===== config.mk =====
export PLATFORM = sky130hd
export DESIGN_NAME = alu_multicycle_flat
export DESIGN_NICKNAME = d
export VERILOG_FILES = /design/src/rtl/alu_multicycle_if.sv /design/src/rtl/alu_multicycle.sv /design/src/flat_wrapper.sv
export SDC_FILE = /design/constraint.sdc
export NUM_CORES = 1
export LEC_CHECK = 0
export CORE_MARGIN = 3
export CORE_UTILIZATION = 30
export CTS_BUF_LIST = sky130_fd_sc_hd__clkbuf_8 sky130_fd_sc_hd__clkbuf_16
export CTS_CLUSTER_DIAMETER = 120
export DETAILED_ROUTE_END_ITERATION = 16
export HOLD_SLACK_MARGIN = 0.06
export SYNTH_ARGS = -nofsm -noshare
export SYNTH_HDL_FRONTEND = slang
export SYNTH_SLANG_ARGS = --single-unit
export TNS_END_PERCENT = 30

===== constraint.sdc =====
create_clock -name clk -period 13.4 [get_ports clk]
set_clock_uncertainty 0.15 [all_clocks]
set_input_delay 2.68 -clock clk [delete_from_list [all_inputs] [get_ports clk]]
set_output_delay 2.68 -clock clk [all_outputs]
set_load 0.005 [all_outputs]

===== src/rtl/alu_multicycle_if.sv =====
// Request/response bundle between the execute-stage controller and alu_multicycle.
// The controller owns start/opcode/operands; the ALU drives status and results.
interface alu_multicycle_if #(
  parameter int WIDTH = 32
);
  logic             start;
  logic [5:0]       ALU_ctrl;
  logic [WIDTH-1:0] Src_1;
  logic [WIDTH-1:0] Src_2;
  logic             busy;
  logic             done;
  logic [WIDTH-1:0] ALU_Result;
  logic [WIDTH-1:0] ALU_Hi;
  logic             ALU_Carry;
  logic             ALU_Zero;

  modport master (
    output start, ALU_ctrl, Src_1, Src_2,
    input  busy, done, ALU_Result, ALU_Hi, ALU_Carry, ALU_Zero
  );

  modport slave (
    input  start, ALU_ctrl, Src_1, Src_2,
    output busy, done, ALU_Result, ALU_Hi, ALU_Carry, ALU_Zero
  );
endinterface


===== src/rtl/alu_multicycle.sv =====
// Clocked ALU: single-cycle ADDU/SUBU/AND/OR/SRL and a WIDTH-cycle shift-add MULU.
// Results and flags are registered and change only on the cycle done is raised.
//
//   state  | meaning
//   S_IDLE | accepts start; single-cycle ops complete here in one edge
//   S_MUL  | one shift-add iteration per cycle, busy high, start ignored
module alu_multicycle #(
  parameter int WIDTH = 32,
  parameter int CNT_W = $clog2(WIDTH) + 1
) (
  input logic            clk,
  input logic            rst,
  alu_multicycle_if.slave bus
);
  localparam int SH_W = $clog2(WIDTH);

  localparam logic [5:0] OP_ADDU = 6'b001001;
  localparam logic [5:0] OP_SUBU = 6'b001010;
  localparam logic [5:0] OP_AND  = 6'b010001;
  localparam logic [5:0] OP_OR   = 6'b010010;
  localparam logic [5:0] OP_SRL  = 6'b100010;
  localparam logic [5:0] OP_MULU = 6'b011001;

  typedef enum logic {S_IDLE, S_MUL} state_t;

  state_t             state, state_nxt;
  logic [CNT_W-1:0]   cnt, cnt_nxt;
  logic [2*WIDTH-1:0] mcand, mcand_nxt;
  logic [WIDTH-1:0]   mplier, mplier_nxt;
  logic [2*WIDTH-1:0] acc, acc_nxt;
  logic               done_q, done_nxt;
  logic [WIDTH-1:0]   res_q, res_nxt;
  logic [WIDTH-1:0]   hi_q, hi_nxt;
  logic               carry_q, carry_nxt;
  logic               zero_q, zero_nxt;

  logic [WIDTH:0]     sum, diff;
  logic [2*WIDTH-1:0] step;

  always_ff @(posedge clk or posedge rst) begin
    if (rst) begin
      state   <= S_IDLE;
      cnt     <= '0;
      mcand   <= '0;
      mplier  <= '0;
      acc     <= '0;
      done_q  <= 1'b0;
      res_q   <= '0;
      hi_q    <= '0;
      carry_q <= 1'b0;
      zero_q  <= 1'b0;
    end else begin
      state   <= state_nxt;
      cnt     <= cnt_nxt;
      mcand   <= mcand_nxt;
      mplier  <= mplier_nxt;
      acc     <= acc_nxt;
      done_q  <= done_nxt;
      res_q   <= res_nxt;
      hi_q    <= hi_nxt;
      carry_q <= carry_nxt;
      zero_q  <= zero_nxt;
    end
  end

  always_comb begin
    state_nxt  = state;
    cnt_nxt    = cnt;
    mcand_nxt  = mcand;
    mplier_nxt = mplier;
    acc_nxt    = acc;
    done_nxt   = 1'b0;
    res_nxt    = res_q;
    hi_nxt     = hi_q;
    carry_nxt  = carry_q;
    zero_nxt   = zero_q;

    sum  = {1'b0, bus.Src_1} + {1'b0, bus.Src_2};
    // Top bit of the widened difference is the unsigned borrow.
    diff = {1'b0, bus.Src_1} - {1'b0, bus.Src_2};
    step = acc + (mplier[0] ? mcand : '0);

    case (state)
      S_IDLE: begin
        if (bus.start) begin
          if (bus.ALU_ctrl == OP_MULU) begin
            mcand_nxt  = {{WIDTH{1'b0}}, bus.Src_1};
            mplier_nxt = bus.Src_2;
            acc_nxt    = '0;
            cnt_nxt    = CNT_W'(WIDTH);
            state_nxt  = S_MUL;
          end else begin
            done_nxt  = 1'b1;
            res_nxt   = '0;
            hi_nxt    = '0;
            carry_nxt = 1'b0;
            case (bus.ALU_ctrl)
              OP_ADDU: {carry_nxt, res_nxt} = sum;
              OP_SUBU: {carry_nxt, res_nxt} = diff;
              OP_AND:  res_nxt = bus.Src_1 & bus.Src_2;
              OP_OR:   res_nxt = bus.Src_1 | bus.Src_2;
              OP_SRL:  res_nxt = bus.Src_1 >> bus.Src_2[SH_W-1:0];
              default: res_nxt = '0;
            endcase
            zero_nxt = (res_nxt == '0);
          end
        end
      end
      S_MUL: begin
        acc_nxt    = step;
        mcand_nxt  = mcand << 1;
        mplier_nxt = mplier >> 1;
        cnt_nxt    = cnt - CNT_W'(1);
        // Terminal count: this edge performs the final iteration.
        if (cnt == CNT_W'(1)) begin
          state_nxt          = S_IDLE;
          done_nxt           = 1'b1;
          {hi_nxt, res_nxt}  = step;
          carry_nxt          = 1'b0;
          zero_nxt           = (step == '0);
        end
      end
      default: state_nxt = S_IDLE;
    endcase
  end

  assign bus.busy       = (state == S_MUL);
  assign bus.done       = done_q;
  assign bus.ALU_Result = res_q;
  assign bus.ALU_Hi     = hi_q;
  assign bus.ALU_Carry  = carry_q;
  assign bus.ALU_Zero   = zero_q;
endmodule


===== src/flat_wrapper.sv =====
// flat-port wrapper written by rule: the top's interface ports become plain ports
module alu_multicycle_flat 
#(
  parameter int WIDTH = 32,
  parameter int CNT_W = $clog2(WIDTH) + 1
)
  (clk, rst, bus_start, bus_ALU_ctrl, bus_Src_1, bus_Src_2, bus_busy, bus_done, bus_ALU_Result, bus_ALU_Hi, bus_ALU_Carry, bus_ALU_Zero);
  alu_multicycle_if #(.WIDTH(WIDTH)) bus_i ();
  input logic clk;
  input logic rst;
  input wire logic [$bits(bus_i.start)-1:0] bus_start;
  input wire logic [$bits(bus_i.ALU_ctrl)-1:0] bus_ALU_ctrl;
  input wire logic [$bits(bus_i.Src_1)-1:0] bus_Src_1;
  input wire logic [$bits(bus_i.Src_2)-1:0] bus_Src_2;
  output wire logic [$bits(bus_i.busy)-1:0] bus_busy;
  output wire logic [$bits(bus_i.done)-1:0] bus_done;
  output wire logic [$bits(bus_i.ALU_Result)-1:0] bus_ALU_Result;
  output wire logic [$bits(bus_i.ALU_Hi)-1:0] bus_ALU_Hi;
  output wire logic [$bits(bus_i.ALU_Carry)-1:0] bus_ALU_Carry;
  output wire logic [$bits(bus_i.ALU_Zero)-1:0] bus_ALU_Zero;
  assign bus_i.start = bus_start;
  assign bus_i.ALU_ctrl = bus_ALU_ctrl;
  assign bus_i.Src_1 = bus_Src_1;
  assign bus_i.Src_2 = bus_Src_2;
  assign bus_busy = bus_i.busy;
  assign bus_done = bus_i.done;
  assign bus_ALU_Result = bus_i.ALU_Result;
  assign bus_ALU_Hi = bus_i.ALU_Hi;
  assign bus_ALU_Carry = bus_i.ALU_Carry;
  assign bus_ALU_Zero = bus_i.ALU_Zero;
  alu_multicycle #(.WIDTH(WIDTH), .CNT_W(CNT_W)) u_core (.clk(clk), .rst(rst), .bus(bus_i));
endmodule

* Word level (Yosys, flattened, before mapping)
Cells that the tools add are included.
** Cells by class
- Bitwise logic cells :: 3
- Multiplexer cells :: 42
- Equality and inequality tests :: 11
- Add/sub/neg operators :: 4
- Reductions and logical operators :: 4
- Shift-type cells :: 1
** Operators by type and width (count)
- 32-bit two-way mux :: 11
- 64-bit two-way mux :: 5
- 64-bit one-hot mux with 2 select lines :: 2
- 32-bit one-hot mux with 2 select lines :: 3
- 32-bit one-hot mux with 5 select lines :: 1
- 64-bit adder :: 1
- 64-bit zero test :: 1
- 32-bit by 32-bit adder with 33-bit output :: 1
- 32-bit by 32-bit subtractor with 33-bit output :: 1
- 32-bit bitwise AND :: 1
- 32-bit zero test :: 1
- 32-bit OR :: 1
- 32-bit by 5-bit >> shifter with 32-bit output :: 1
- 6-bit by 5-bit equality test with 1-bit output, second input constant :: 3
- 6-bit by 4-bit equality test with 1-bit output, second input constant :: 2
- 1-bit two-way mux :: 12
- 6-bit two-way mux :: 2
- 6-bit one-hot mux with 2 select lines :: 1
- 1-bit one-hot mux with 2 select lines :: 5
- 6-bit by 1-bit equality test with 1-bit output, second input constant :: 1
- 6-bit equality test, second input constant :: 1
- 2-bit inequality test, second input constant :: 3
- 6-bit by 1-bit subtractor with 6-bit output, second input constant :: 1
- 3-bit AND reduction :: 1
- 3 further kinds :: 3
** Word-level totals
- Input port bits :: 73
- Output and inout bits :: 68
- Logic and storage cells :: 75
- Register bits :: 234

* Depth between registers and ports, before layout
Gate-level depths: netlist (run 1).
- Depth in word-level cells :: 9
- Gate-level depth with buffers :: 17
- Mapped depth without buffers :: 16

* Worst setup path after synthesis (run 1)
OpenSTA, ideal clock, no wires.
- Kind :: input -> register
- From :: input bus_Src_2[3]
- To :: register u_core.zero_q, in the netlist u_core.bus.ALU_Zero
- Arrival time :: 6.525 ns
- Stages :: 16
- Setup time :: 0.101 ns
- Required time :: 13.149 ns
- Path slack :: 6.625 ns
- Path through :: inv_1 buf_1 clkbuf_1 ha_1 a21o_1 a21oi_1 a21oi_1 o31ai_1 o41ai_1 a2111oi_0 o31a_1 o32ai_1 nor4_1 nand2b_1 or4_1 o311ai_2
** Between the ends
- Cells in the longest elaborated chain, start to end :: 9
- Elaborated cells on any way between the ends :: 13
- Classes of those cells :: add/sub (2); shift (1); mux (7); bitwise (2); reduce/logical (1)
** RTL lines
- from (decl) :: RTL line flat_wrapper.sv:14 : input wire logic [$bits(bus_i.Src_2)-1:0] bus_Src_2;
- 32-bit by 32-bit subtractor with 33-bit output, or another cell as far along :: RTL line alu_multicycle.sv:80 : diff = {1'b0, bus.Src_1} - {1'b0, bus.Src_2};
- 32-bit one-hot mux with 5 select lines * :: RTL line alu_multicycle.sv:97 : case (bus.ALU_ctrl)
- 32-bit two-way mux * :: RTL line alu_multicycle.sv:86 : if (bus.ALU_ctrl == OP_MULU) begin
- 32-bit two-way mux * :: RTL line alu_multicycle.sv:85 : if (bus.start) begin
- 32-bit two-way mux * :: RTL line alu_multicycle.sv:83 : case (state)
- 32-bit zero test * :: RTL line alu_multicycle.sv:105 : zero_nxt = (res_nxt == '0);
- 1-bit two-way mux * :: RTL line alu_multicycle.sv:86
- 1-bit two-way mux * :: RTL line alu_multicycle.sv:85
- 1-bit one-hot mux with 2 select lines * :: RTL line alu_multicycle.sv:83
- to (signal assigned) :: RTL line alu_multicycle.sv:62 : zero_q <= zero_nxt;
- to (decl) :: RTL line alu_multicycle.sv:35 : logic zero_q, zero_nxt;
Every way passes the cells marked *; elsewhere a longest branch is shown, timed or not. The select of a mux whose other input is x is not followed.
A chain may end at the register's enable or synchronous reset.

* Worst setup path after layout (run 1)
- From :: input bus_Src_2[2]
- To :: register u_core.zero_q, in the netlist u_core.bus.ALU_Zero
Same word-level chain as after synthesis.

==> results of run 1 <==
## worst register-to-register path, stage by stage (launching register included)
cell and delay, ns:
dfrtp_1 0.89, buf_4 0.46, and2_1 0.19, ha_1 0.20, fa_1 0.24, a21oi_1 0.12, o211ai_1 0.41, a211oi_1 0.26
o311ai_1 0.66, o211ai_1 0.29, a21oi_1 0.38, a31oi_1 0.18, or3_1 0.34, or4_1 0.46, nor4_1 0.27, nand4b_1 0.40
o311ai_2 0.18
## layout by cell type (no fill, tap or decap), drive strengths merged, types with 34 or more instances in the layout
master,synthesis,routed
nor3,48,48
nor2,211,211
ha,169,169
nand4,34,34
a22o,39,39
nand2,462,462
buf,34,34
clkbuf,154,38
dfrtp,234,234
mux2i,51,51
a21oi,254,254
o21ai,302,302
xnor2,37,37
inv,123,134
and2,76,76
a21o,41,41
clkdlybuf4s50,0,137
o211ai,35,35
nand3,51,51
## synthesized netlist by cell type (all sizes together) (20+ instances only)
cell / count
a211oi: 32
a21o: 41
a21oi: 254
a22o: 39
a31oi: 23
and2: 76
buf: 34
clkbuf: 154
dfrtp: 234
ha: 169
inv: 123
mux2i: 51
mux4: 23
nand2: 462
nand3: 51
nand4: 34
nor2: 211
nor3: 48
nor4: 28
o211ai: 35
o21ai: 302
o21bai: 20
o31ai: 26
xnor2: 37
## metrics by stage
step / util (%) / hold slack (ns)
2_1_floorplan: - / 0.300
3_3_place_gp: 33.5 / 0.310
3_5_place_dp: 33.5 / 0.313
4_1_cts: 35.1 / 0.329
5_1_grt: 35.1 / 0.343
6_report: 35.1 / 0.318
## where the power goes
part / total (W) / internal, W / switching [W]
combinational: 0.00152 / 0.000546 / 0.000974
clock: 0.000952 / 0.000562 / 0.000390
sequential: 0.00111 / 0.000942 / 0.000172
## final cells by class
class / instances / area, um^2 / share of cell area [%]
multi-input cells: 2277 / 14500 / 58.3
flip-flops and latches: 234 / 5860 / 23.6
repair buffers: 171 / 1630 / 6.58
well taps: 940 / 1180 / 4.75
clock buffers: 38 / 917 / 3.70
inverters: 123 / 469 / 1.89
clock inverters: 25 / 267 / 1.08
diodes: 2 / 5.00 / 0.0202
## state kept, by name (all words and copies together) (netlist names)
register / flops
u_core.acc: 64
u_core.bus.ALU_Carry: 1
u_core.bus.ALU_Hi: 32
u_core.bus.ALU_Result: 32
u_core.bus.ALU_Zero: 1
u_core.bus.busy: 1
u_core.bus.done: 1
u_core.cnt: 6
u_core.mcand: 64
u_core.mplier: 32
## metal layers
metal	wire (um)	track usage (%)	up-vias
met1	36900	30.4	10500
met4	3190	7.87	2
li1	-	-	10200
met5	7	0	-
met3	6970	3.81	185
met2	36800	34.1	993
## kinds of logic (layout without fill, tap and decap cells)
family | Yosys count | count (layout)
muxes | 92 | 92
adders and majority gates | 172 | 172
buffers and inverters | 311 | 357
and+or+nand+nor | 1016 | 1016
other | 0 | 2
xor gates and xnor gates | 53 | 53
AOI/OAI and AO/OA | 944 | 944
DFF | 234 | 234
## worst paths after layout
kind / from / end / slack, ns / cells past startpoint
min in group asynchronous: rst / u_core.bus.ALU_Result[18]$_DFFE_PP0P_ / 2.51 / 2
min: u_core.mcand[13]$_DFFE_PP0P_ / u_core.mcand[14]$_DFFE_PP0P_ / 0.32 / 2
min reg2reg: u_core.mcand[13]$_DFFE_PP0P_ / u_core.mcand[14]$_DFFE_PP0P_ / 0.32 / 2
max: bus_Src_2[2] / u_core.bus.ALU_Zero$_DFFE_PP0P_ / 5.68 / 15
max in group asynchronous: rst / u_core.bus.busy$_DFF_PP0_ / 8.19 / 4
max reg2reg: u_core.mplier[0]$_DFFE_PP0P_ / u_core.bus.ALU_Zero$_DFFE_PP0P_ / 7.24 / 16
==> impl_results.html, run 1 <==
<table>
<tr><th>Metric</th><th>Value</th></tr>
<tr><th colspan="2">Outcome</th></tr>
<tr><td>Run status</td><td>finished clean</td></tr>
<tr><th colspan="2">Setup path</th></tr>
<tr><td>Worst Setup Start Kind</td><td>input pin</td></tr>
<tr><td>Data arrival time of the worst path</td><td>roughly 8 ns</td></tr>
<tr><td>Highest fanout seen on the critical path</td><td>between 40 and 50</td></tr>
<tr><td>Worst endpoint required time</td><td>13.71 ns</td></tr>
<tr><td>Dominant delay contributor by cell family on the critical path</td><td>compound AO/OA/AOI/OAI gates</td></tr>
<tr><td>Critical-path cell list</td><td>buf_2 &gt; buf_4 &gt; inv_1 &gt; ha_1 &gt; nor3_1 &gt; o31ai_1 &gt; a211oi_1 &gt; o31ai_1 &gt; o211ai_1 &gt; a21oi_1 &gt; or4_1 &gt; nor4_1 &gt; or3_1 &gt; or4_1 &gt; o311ai_2</td></tr>
<tr><td>Slowest stage delay, CP</td><td>1.01 ns</td></tr>
<tr><td>Crit path buffers/inverters</td><td>3</td></tr>
<tr><td>Critical-path top delay cell</td><td>o31ai_1</td></tr>
<tr><td>Critical Path Sink Type</td><td>flop</td></tr>
<tr><td>Kind of critical path</td><td>input pin to flop</td></tr>
<tr><th colspan="2">Synth</th></tr>
<tr><td>Fraction of synthesized cell area taken by the top area cell type</td><td>27.2%</td></tr>
<tr><td>Proportion of synthesized area in mux cells</td><td>5.82%</td></tr>
<tr><td>Number of synthesis warnings</td><td>0</td></tr>
<tr><td>Number of flip-flops and latches in the synthesized netlist</td><td>around 230</td></tr>
<tr><td>Post-synthesis cell type count</td><td>85</td></tr>
<tr><td>Ys flop type</td><td>dfrtp_1</td></tr>
<tr><td>Main combinational cell family by area after synthesis</td><td>compound AO/OA/AOI/OAI gates</td></tr>
<tr><td>Post-synthesis cell count</td><td>2822</td></tr>
<tr><td>Area fraction in compound gates after synthesis</td><td>27.5%</td></tr>
<tr><td>Avg Inst Size Synth</td><td>approximately 7.6 um^2</td></tr>
<tr><td>Most area-hungry cell type in the Yosys netlist</td><td>dfrtp_1</td></tr>
<tr><td>Number of flops mapped to enable cells by yosys</td><td>0</td></tr>
<tr><td>Area share of and/or/nand/nor cells after synthesis</td><td>21.6%</td></tr>
<tr><td>Synthesized area</td><td>21500 um^2</td></tr>
<tr><td>Parity-gate share of the synthesized area counting xor and xnor cells</td><td>2.16%</td></tr>
<tr><td>Fraction of the mapped netlist area in adder cells</td><td>10.1%</td></tr>
<tr><td>Portion of the post-synthesis area used by sequential elements</td><td>a little over a quarter</td></tr>
<tr><td>Ys async rst share</td><td>100%</td></tr>
<tr><td>Leading post-synthesis cells by cell area</td><td>dfrtp_1 (27%), ha_1 (9.8%), nand2_1 (8.1%)</td></tr>
<tr><td>Post-synth net total</td><td>between 3000 and 4000</td></tr>
<tr><th colspan="2">Clock tree</th></tr>
<tr><td>Number of buffers created by CTS</td><td>35</td></tr>
<tr><td>Clock Pin Slew Worst Setup and Hold Paths</td><td>0.06 ns</td></tr>
<tr><td>Clock sink total</td><td>234</td></tr>
<tr><td>Number of buffers inserted for hold repair after clock tree synthesis</td><td>0</td></tr>
<tr><td>Clock tree from TritonCTS</td><td>built</td></tr>
<tr><td># Post-CTS Setup Buffers</td><td>0</td></tr>
<tr><td>Clock Latency Late Sink</td><td>0.59 ns</td></tr>
<tr><td>Number of levels in the clock H-tree</td><td>2</td></tr>
<tr><td>Clk buf depth</td><td>3</td></tr>
<tr><td>Count of instances resized after the clock tree is built</td><td>0</td></tr>
<tr><td>Root Driver</td><td>clkbuf_16</td></tr>
<tr><th colspan="2">STA</th></tr>
<tr><td>Final Worst Setup Slack</td><td>5.68 ns</td></tr>
<tr><td>Actual transition at the worst max-transition pin</td><td>1.17 ns</td></tr>
<tr><td>Period utilisation layout</td><td>57.6%</td></tr>
<tr><td>Fin Setup TNS</td><td>0 ns</td></tr>
<tr><td>Hold Violations, Final</td><td>0</td></tr>
<tr><td>Top achievable clock speed</td><td>130 MHz</td></tr>
<tr><td>Final-report setup violation count</td><td>0</td></tr>
<tr><td>Shortest clock period the worst path allows after layout</td><td>approximately 7.7 ns</td></tr>
<tr><td>Headroom to the max-slew limit</td><td>21.6%</td></tr>
<tr><td>Total count of max-transition violations in the final report</td><td>0</td></tr>
<tr><td>Unrepaired setup endpoints after global routing</td><td>false</td></tr>
<tr><th colspan="2">Placement</th></tr>
<tr><td>Number of input and output port buffers inserted</td><td>140</td></tr>
<tr><td>Pre-CTS setup slack</td><td>5.33 ns</td></tr>
<tr><td>Total half-perimeter wirelength after legalization and detailed placement</td><td>63.7 mm</td></tr>
<tr><td>Placed cell count</td><td>between 3000 and 4000</td></tr>
<tr><td>Area of placed instances</td><td>23600 um^2</td></tr>
<tr><td>Final Wtd Congestion</td><td>1.01</td></tr>
<tr><th colspan="2">GRT</th></tr>
<tr><td>Largest net degree at the start of global routing</td><td>157</td></tr>
<tr><td>Global-route wire length before repair</td><td>129 mm</td></tr>
<tr><td>Global-route congestion overflow total</td><td>0</td></tr>
<tr><td>Vias in the first global route</td><td>about 21000</td></tr>
<tr><td>Initial antenna violation count</td><td>2</td></tr>
<tr><td>Total global routing track utilization</td><td>21.9%</td></tr>
<tr><th colspan="2">Drt</th></tr>
<tr><td>Wire length per cell after detailed routing</td><td>22.0 um</td></tr>
<tr><td>Total wirelength of the detailed-routed design</td><td>83.9 mm</td></tr>
<tr><td>Total via count after detailed routing</td><td>21900</td></tr>
<tr><td>Via density per instance</td><td>5.76</td></tr>
<tr><td>Number of remaining DRC errors</td><td>0</td></tr>
<tr><td>Detailed-router iteration count before antenna repair</td><td>6</td></tr>
<tr><td>Post-route antenna net violation count</td><td>0</td></tr>
<tr><td>DRT iter0 DRCs</td><td>2452</td></tr>
<tr><th colspan="2">Power and ir drop</th></tr>
<tr><td>Final Total Pwr</td><td>0.00359 W</td></tr>
<tr><td>Maximum vdd drop</td><td>0.0000866 V</td></tr>
<tr><td>PwrDens</td><td>145 nW/um^2</td></tr>
<tr><td>Leakage</td><td>10.8 nW</td></tr>
<tr><th colspan="2">Min path</th></tr>
<tr><td>Path category of the worst min-delay check</td><td>flop to flop</td></tr>
<tr><th colspan="2">Finish</th></tr>
<tr><td>Fin area</td><td>roughly 25000 um^2</td></tr>
<tr><td>Final non-filler cell total</td><td>3810</td></tr>
<tr><td>Synthesis-to-layout area growth</td><td>15.3%</td></tr>
<tr><td>Number of filler instances in the final layout</td><td>around 7500</td></tr>
<tr><td>Post-layout nets</td><td>about 3100</td></tr>
<tr><td>Share of post-route cells with drive strength above 1</td><td>5.82%</td></tr>
<tr><th colspan="2">Floorplanning</th></tr>
<tr><td>Total I/O pin count</td><td>between 100 and 150</td></tr>
<tr><td>Core Box Area</td><td>70500 um^2</td></tr>
<tr><td>Number of cell rows</td><td>97</td></tr>
<tr><td>Die W</td><td>274 um</td></tr>
<tr><td>Die span in y</td><td>around 270 um</td></tr>
<tr><td>Effective utilization at floorplan</td><td>30.5%</td></tr>
<tr><td>Overall die area</td><td>74900 um^2</td></tr>
<tr><th colspan="2">Flow run</th></tr>
<tr><td>Maximum Capacitance Violations</td><td>0</td></tr>
</table>
Power figures use the tool's default switching activity.
==> run 2: changes to the inputs <==
==> constraint.sdc (replaced) <==
create_clock -name clk -period 7.9 [get_ports clk]
set_clock_uncertainty 0.15 [all_clocks]
set_input_delay 1.58 -clock clk [delete_from_list [all_inputs] [get_ports clk]]
set_output_delay 1.58 -clock clk [all_outputs]
set_load 0.005 [all_outputs]
==> impl_results.html, run 2 (synthesis gave the netlist of run 1 again) <==
<table>
<tr><th>Metric</th><th>Value</th></tr>
<tr><th colspan="2">Floorplanning</th></tr>
<tr><td>Core Box Area</td><td>slightly above 70000 um^2</td></tr>
<tr><td>Effective utilization at floorplan</td><td>a little under a third</td></tr>
<tr><td>Die span in y</td><td>between 200 and 300 um</td></tr>
<tr><td>Total I/O pin count</td><td>approximately 140</td></tr>
<tr><td>Number of cell rows</td><td>97</td></tr>
<tr><td>Overall die area</td><td>about 75000 um^2</td></tr>
<tr><td>Die W</td><td>274 um</td></tr>
<tr><th colspan="2">STA</th></tr>
<tr><td>Total count of max-transition violations in the final report</td><td>0</td></tr>
<tr><td>Fin Setup TNS</td><td>0 ns</td></tr>
<tr><td>Shortest clock period the worst path allows after layout</td><td>6.33 ns</td></tr>
<tr><td>Hold Violations, Final</td><td>0</td></tr>
<tr><td>Unrepaired setup endpoints after global routing</td><td>false</td></tr>
<tr><td>Headroom to the max-slew limit</td><td>slightly above 30%</td></tr>
<tr><td>Actual transition at the worst max-transition pin</td><td>1.03 ns</td></tr>
<tr><td>Top achievable clock speed</td><td>158 MHz</td></tr>
<tr><td>Period utilisation layout</td><td>80.1%</td></tr>
<tr><td>Minimum hold slack</td><td>0.326 ns</td></tr>
<tr><td>Final-report setup violation count</td><td>0</td></tr>
<tr><th colspan="2">Setup path</th></tr>
<tr><td>Worst endpoint required time</td><td>slightly above 8 ns</td></tr>
<tr><td>Endpoint of the worst-slack reg-to-reg timing path</td><td>u_core.bus.ALU_Zero$_DFFE_PP0P_</td></tr>
<tr><td>Data arrival time of the worst path</td><td>6.67 ns</td></tr>
<tr><td>Critical Path Sink Type</td><td>flop</td></tr>
<tr><td>Kind of critical path</td><td>input pin to flop</td></tr>
<tr><td>Worst R2R Path Depth</td><td>15</td></tr>
<tr><td>Worst Setup Start Kind</td><td>input pin</td></tr>
<tr><td>Launching point of the worst reg2reg path</td><td>u_core.mplier[0]$_DFFE_PP0P_</td></tr>
<tr><td>Setup slack on the worst flop-to-flop path</td><td>2.05 ns</td></tr>
<tr><td>Highest fanout seen on the critical path</td><td>11</td></tr>
<tr><th colspan="2">Outcome</th></tr>
<tr><td>Run status</td><td>finished clean</td></tr>
<tr><th colspan="2">Min path</th></tr>
<tr><td>Worst hold path stage count</td><td>2</td></tr>
<tr><td>Path category of the worst min-delay check</td><td>flop to flop</td></tr>
<tr><td>Hold EP</td><td>u_core.bus.ALU_Result[30]$_DFFE_PP0P_</td></tr>
<tr><td>Origin of the worst min-delay path</td><td>u_core.bus.ALU_Result[30]$_DFFE_PP0P_</td></tr>
<tr><th colspan="2">GRT</th></tr>
<tr><td>Total global routing track utilization</td><td>22.0%</td></tr>
<tr><td>Global-route congestion overflow total</td><td>0</td></tr>
<tr><td>Initial antenna violation count</td><td>1</td></tr>
<tr><td>Global-route wire length before repair</td><td>between 100 and 150 mm</td></tr>
<tr><td>Vias in the first global route</td><td>20900</td></tr>
<tr><td>Largest net degree at the start of global routing</td><td>around 210</td></tr>
<tr><th colspan="2">Clock tree</th></tr>
<tr><td>Number of buffers inserted for hold repair after clock tree synthesis</td><td>0</td></tr>
<tr><td>Clock tree from TritonCTS</td><td>built</td></tr>
<tr><td>Number of levels in the clock H-tree</td><td>1</td></tr>
<tr><td># Post-CTS Setup Buffers</td><td>0</td></tr>
<tr><td>Clk buf depth</td><td>3</td></tr>
<tr><td>Number of buffers created by CTS</td><td>31</td></tr>
<tr><td>Clock sink total</td><td>234</td></tr>
<tr><td>Root Driver</td><td>clkbuf_16</td></tr>
<tr><td>Clock Latency Late Sink</td><td>0.60 ns</td></tr>
<tr><td>Count of instances resized after the clock tree is built</td><td>0</td></tr>
<tr><td>Clock Pin Slew Worst Setup and Hold Paths</td><td>0.06 ns</td></tr>
<tr><th colspan="2">Drt</th></tr>
<tr><td>Via density per instance</td><td>5.73</td></tr>
<tr><td>Number of remaining DRC errors</td><td>0</td></tr>
<tr><td>DRT iter0 DRCs</td><td>roughly 2300</td></tr>
<tr><td>Post-route antenna net violation count</td><td>0</td></tr>
<tr><td>Detailed-router iteration count before antenna repair</td><td>6</td></tr>
<tr><td>Wire length per cell after detailed routing</td><td>22.3 um</td></tr>
<tr><td>Total wirelength of the detailed-routed design</td><td>84.8 mm</td></tr>
<tr><td>Total via count after detailed routing</td><td>21800</td></tr>
<tr><th colspan="2">Finish</th></tr>
<tr><td>Fin area</td><td>24800 um^2</td></tr>
<tr><td>Post-layout nets</td><td>3089</td></tr>
<tr><td>Largest regs</td><td>u_core.acc (64), u_core.mcand (64)</td></tr>
<tr><td>Synthesis-to-layout area growth</td><td>15.2%</td></tr>
<tr><td>Highest-count cells in the layout ignoring fill and taps</td><td>nand2_1 (462), o21ai_0 (301), a21oi_1 (254)</td></tr>
<tr><td>Storage element area</td><td>roughly 5900 um^2</td></tr>
<tr><td>Final non-filler cell total</td><td>3807</td></tr>
<tr><td>Number of filler instances in the final layout</td><td>7442</td></tr>
<tr><td>Share of post-route cells with drive strength above 1</td><td>under 10%</td></tr>
<tr><td>Total area of multi-input combinational cells</td><td>14500 um^2</td></tr>
<tr><td>Most common library cell in the layout ignoring fill and taps</td><td>nand2_1</td></tr>
<tr><td>Number of inserted diodes</td><td>0</td></tr>
<tr><th colspan="2">Power and ir drop</th></tr>
<tr><td>Flop pwr share</td><td>about a third</td></tr>
<tr><td>Leakage</td><td>10.8 nW</td></tr>
<tr><td>Maximum vdd drop</td><td>0.000181 V</td></tr>
<tr><td>Cell Int Power</td><td>0.00347 W</td></tr>
<tr><td>PwrDens</td><td>244 nW/um^2</td></tr>
<tr><td>Clock share of power</td><td>25.8%</td></tr>
<tr><td>Switching part of the total</td><td>42.5%</td></tr>
<tr><td>Switching component of the power</td><td>0.00256 W</td></tr>
<tr><td>Share of power burned in combinational logic</td><td>42.5%</td></tr>
<tr><th colspan="2">Placement</th></tr>
<tr><td>Final Wtd Congestion</td><td>0.988</td></tr>
<tr><td>Number of input and output port buffers inserted</td><td>140</td></tr>
<tr><td>Placed cell count</td><td>approximately 3800</td></tr>
<tr><td>Total half-perimeter wirelength after legalization and detailed placement</td><td>64.8 mm</td></tr>
<tr><td>Area of placed instances</td><td>23600 um^2</td></tr>
<tr><th colspan="2">Flow run</th></tr>
<tr><td>Maximum Capacitance Violations</td><td>0</td></tr>
</table>
-- run 2: per-layer routing --
| metal | part of all wire (%) | track usage (%) | vias up |
|---|---|---|---|
| met4 | 4.3 | 8.24 | 2 |
| met3 | 7.2 | 3.74 | 196 |
| li1 | - | - | 10200 |
| met2 | 45 | 35.2 | 921 |
| met5 | 0.015 | 0 | - |
| met1 | 44 | 29.6 | 10500 |
-- run 2: area by class of cell --
type	count	share of cell area, %
multi-input combinational	2277	58.4
inverter	123	1.88
clock buffer	34	3.30
sequential	234	23.7
clock inverter	22	1.20
timing repair buffer	177	6.82
tap	940	4.75
-- run 2: power groups by stage --
stage	Combinational, W	Sequential, W	Clock (W)
final	0.00256	0.00192	0.00156
after global routing	0.00283	0.00198	0.00164
after CTS	0.00255	0.00192	0.00159
after detailed placement	0.00254	0.00193	0
after global placement	0.00253	0.00192	0
after floorplan	0.00167	0.00181	0
-- run 2: worst max path at each step --
stage	startpoint	end	slack (ns)	cells after the start
2_1_floorplan	bus_Src_2[3]	u_core.bus.ALU_Zero$_DFFE_PP0P_	2.22	16
3_3_place_gp	bus_Src_2[4]	u_core.bus.ALU_Zero$_DFFE_PP0P_	1.20	13
3_5_place_dp	bus_Src_1[11]	u_core.bus.ALU_Zero$_DFFE_PP0P_	1.19	15
4_1_cts	bus_Src_2[4]	u_core.bus.ALU_Zero$_DFFE_PP0P_	1.82	13
5_1_grt	bus_Src_2[4]	u_core.bus.ALU_Zero$_DFFE_PP0P_	1.31	14
6_report	bus_Src_1[11]	u_core.bus.ALU_Zero$_DFFE_PP0P_	1.57	15
-- run 2: per-stage QoR --
stage | setup slack, ns | util [%] | power (W)
2_1_floorplan | 2.22 | - | 0.00347
3_3_place_gp | 1.20 | 33.5 | 0.00446
3_5_place_dp | 1.19 | 33.5 | 0.00447
4_1_cts | 1.82 | 35.1 | 0.00606
5_1_grt | 1.31 | 35.1 | 0.00644
6_report | 1.57 | 35.1 | 0.00604
-- run 2: critical path, stage by stage --
cell and delay [ns]:
clkdlybuf4s50_1 0.79, inv_1 0.13, ha_1 0.53, inv_1 0.12, o31ai_1 0.53, o221a_2 0.30
a21oi_1 0.08, o31ai_1 0.73, a211o_1 0.23, nand3_1 0.09, or2_2 0.31, a32oi_1 0.29
nand4_1 0.14, or4_1 0.52, o311ai_2 0.27
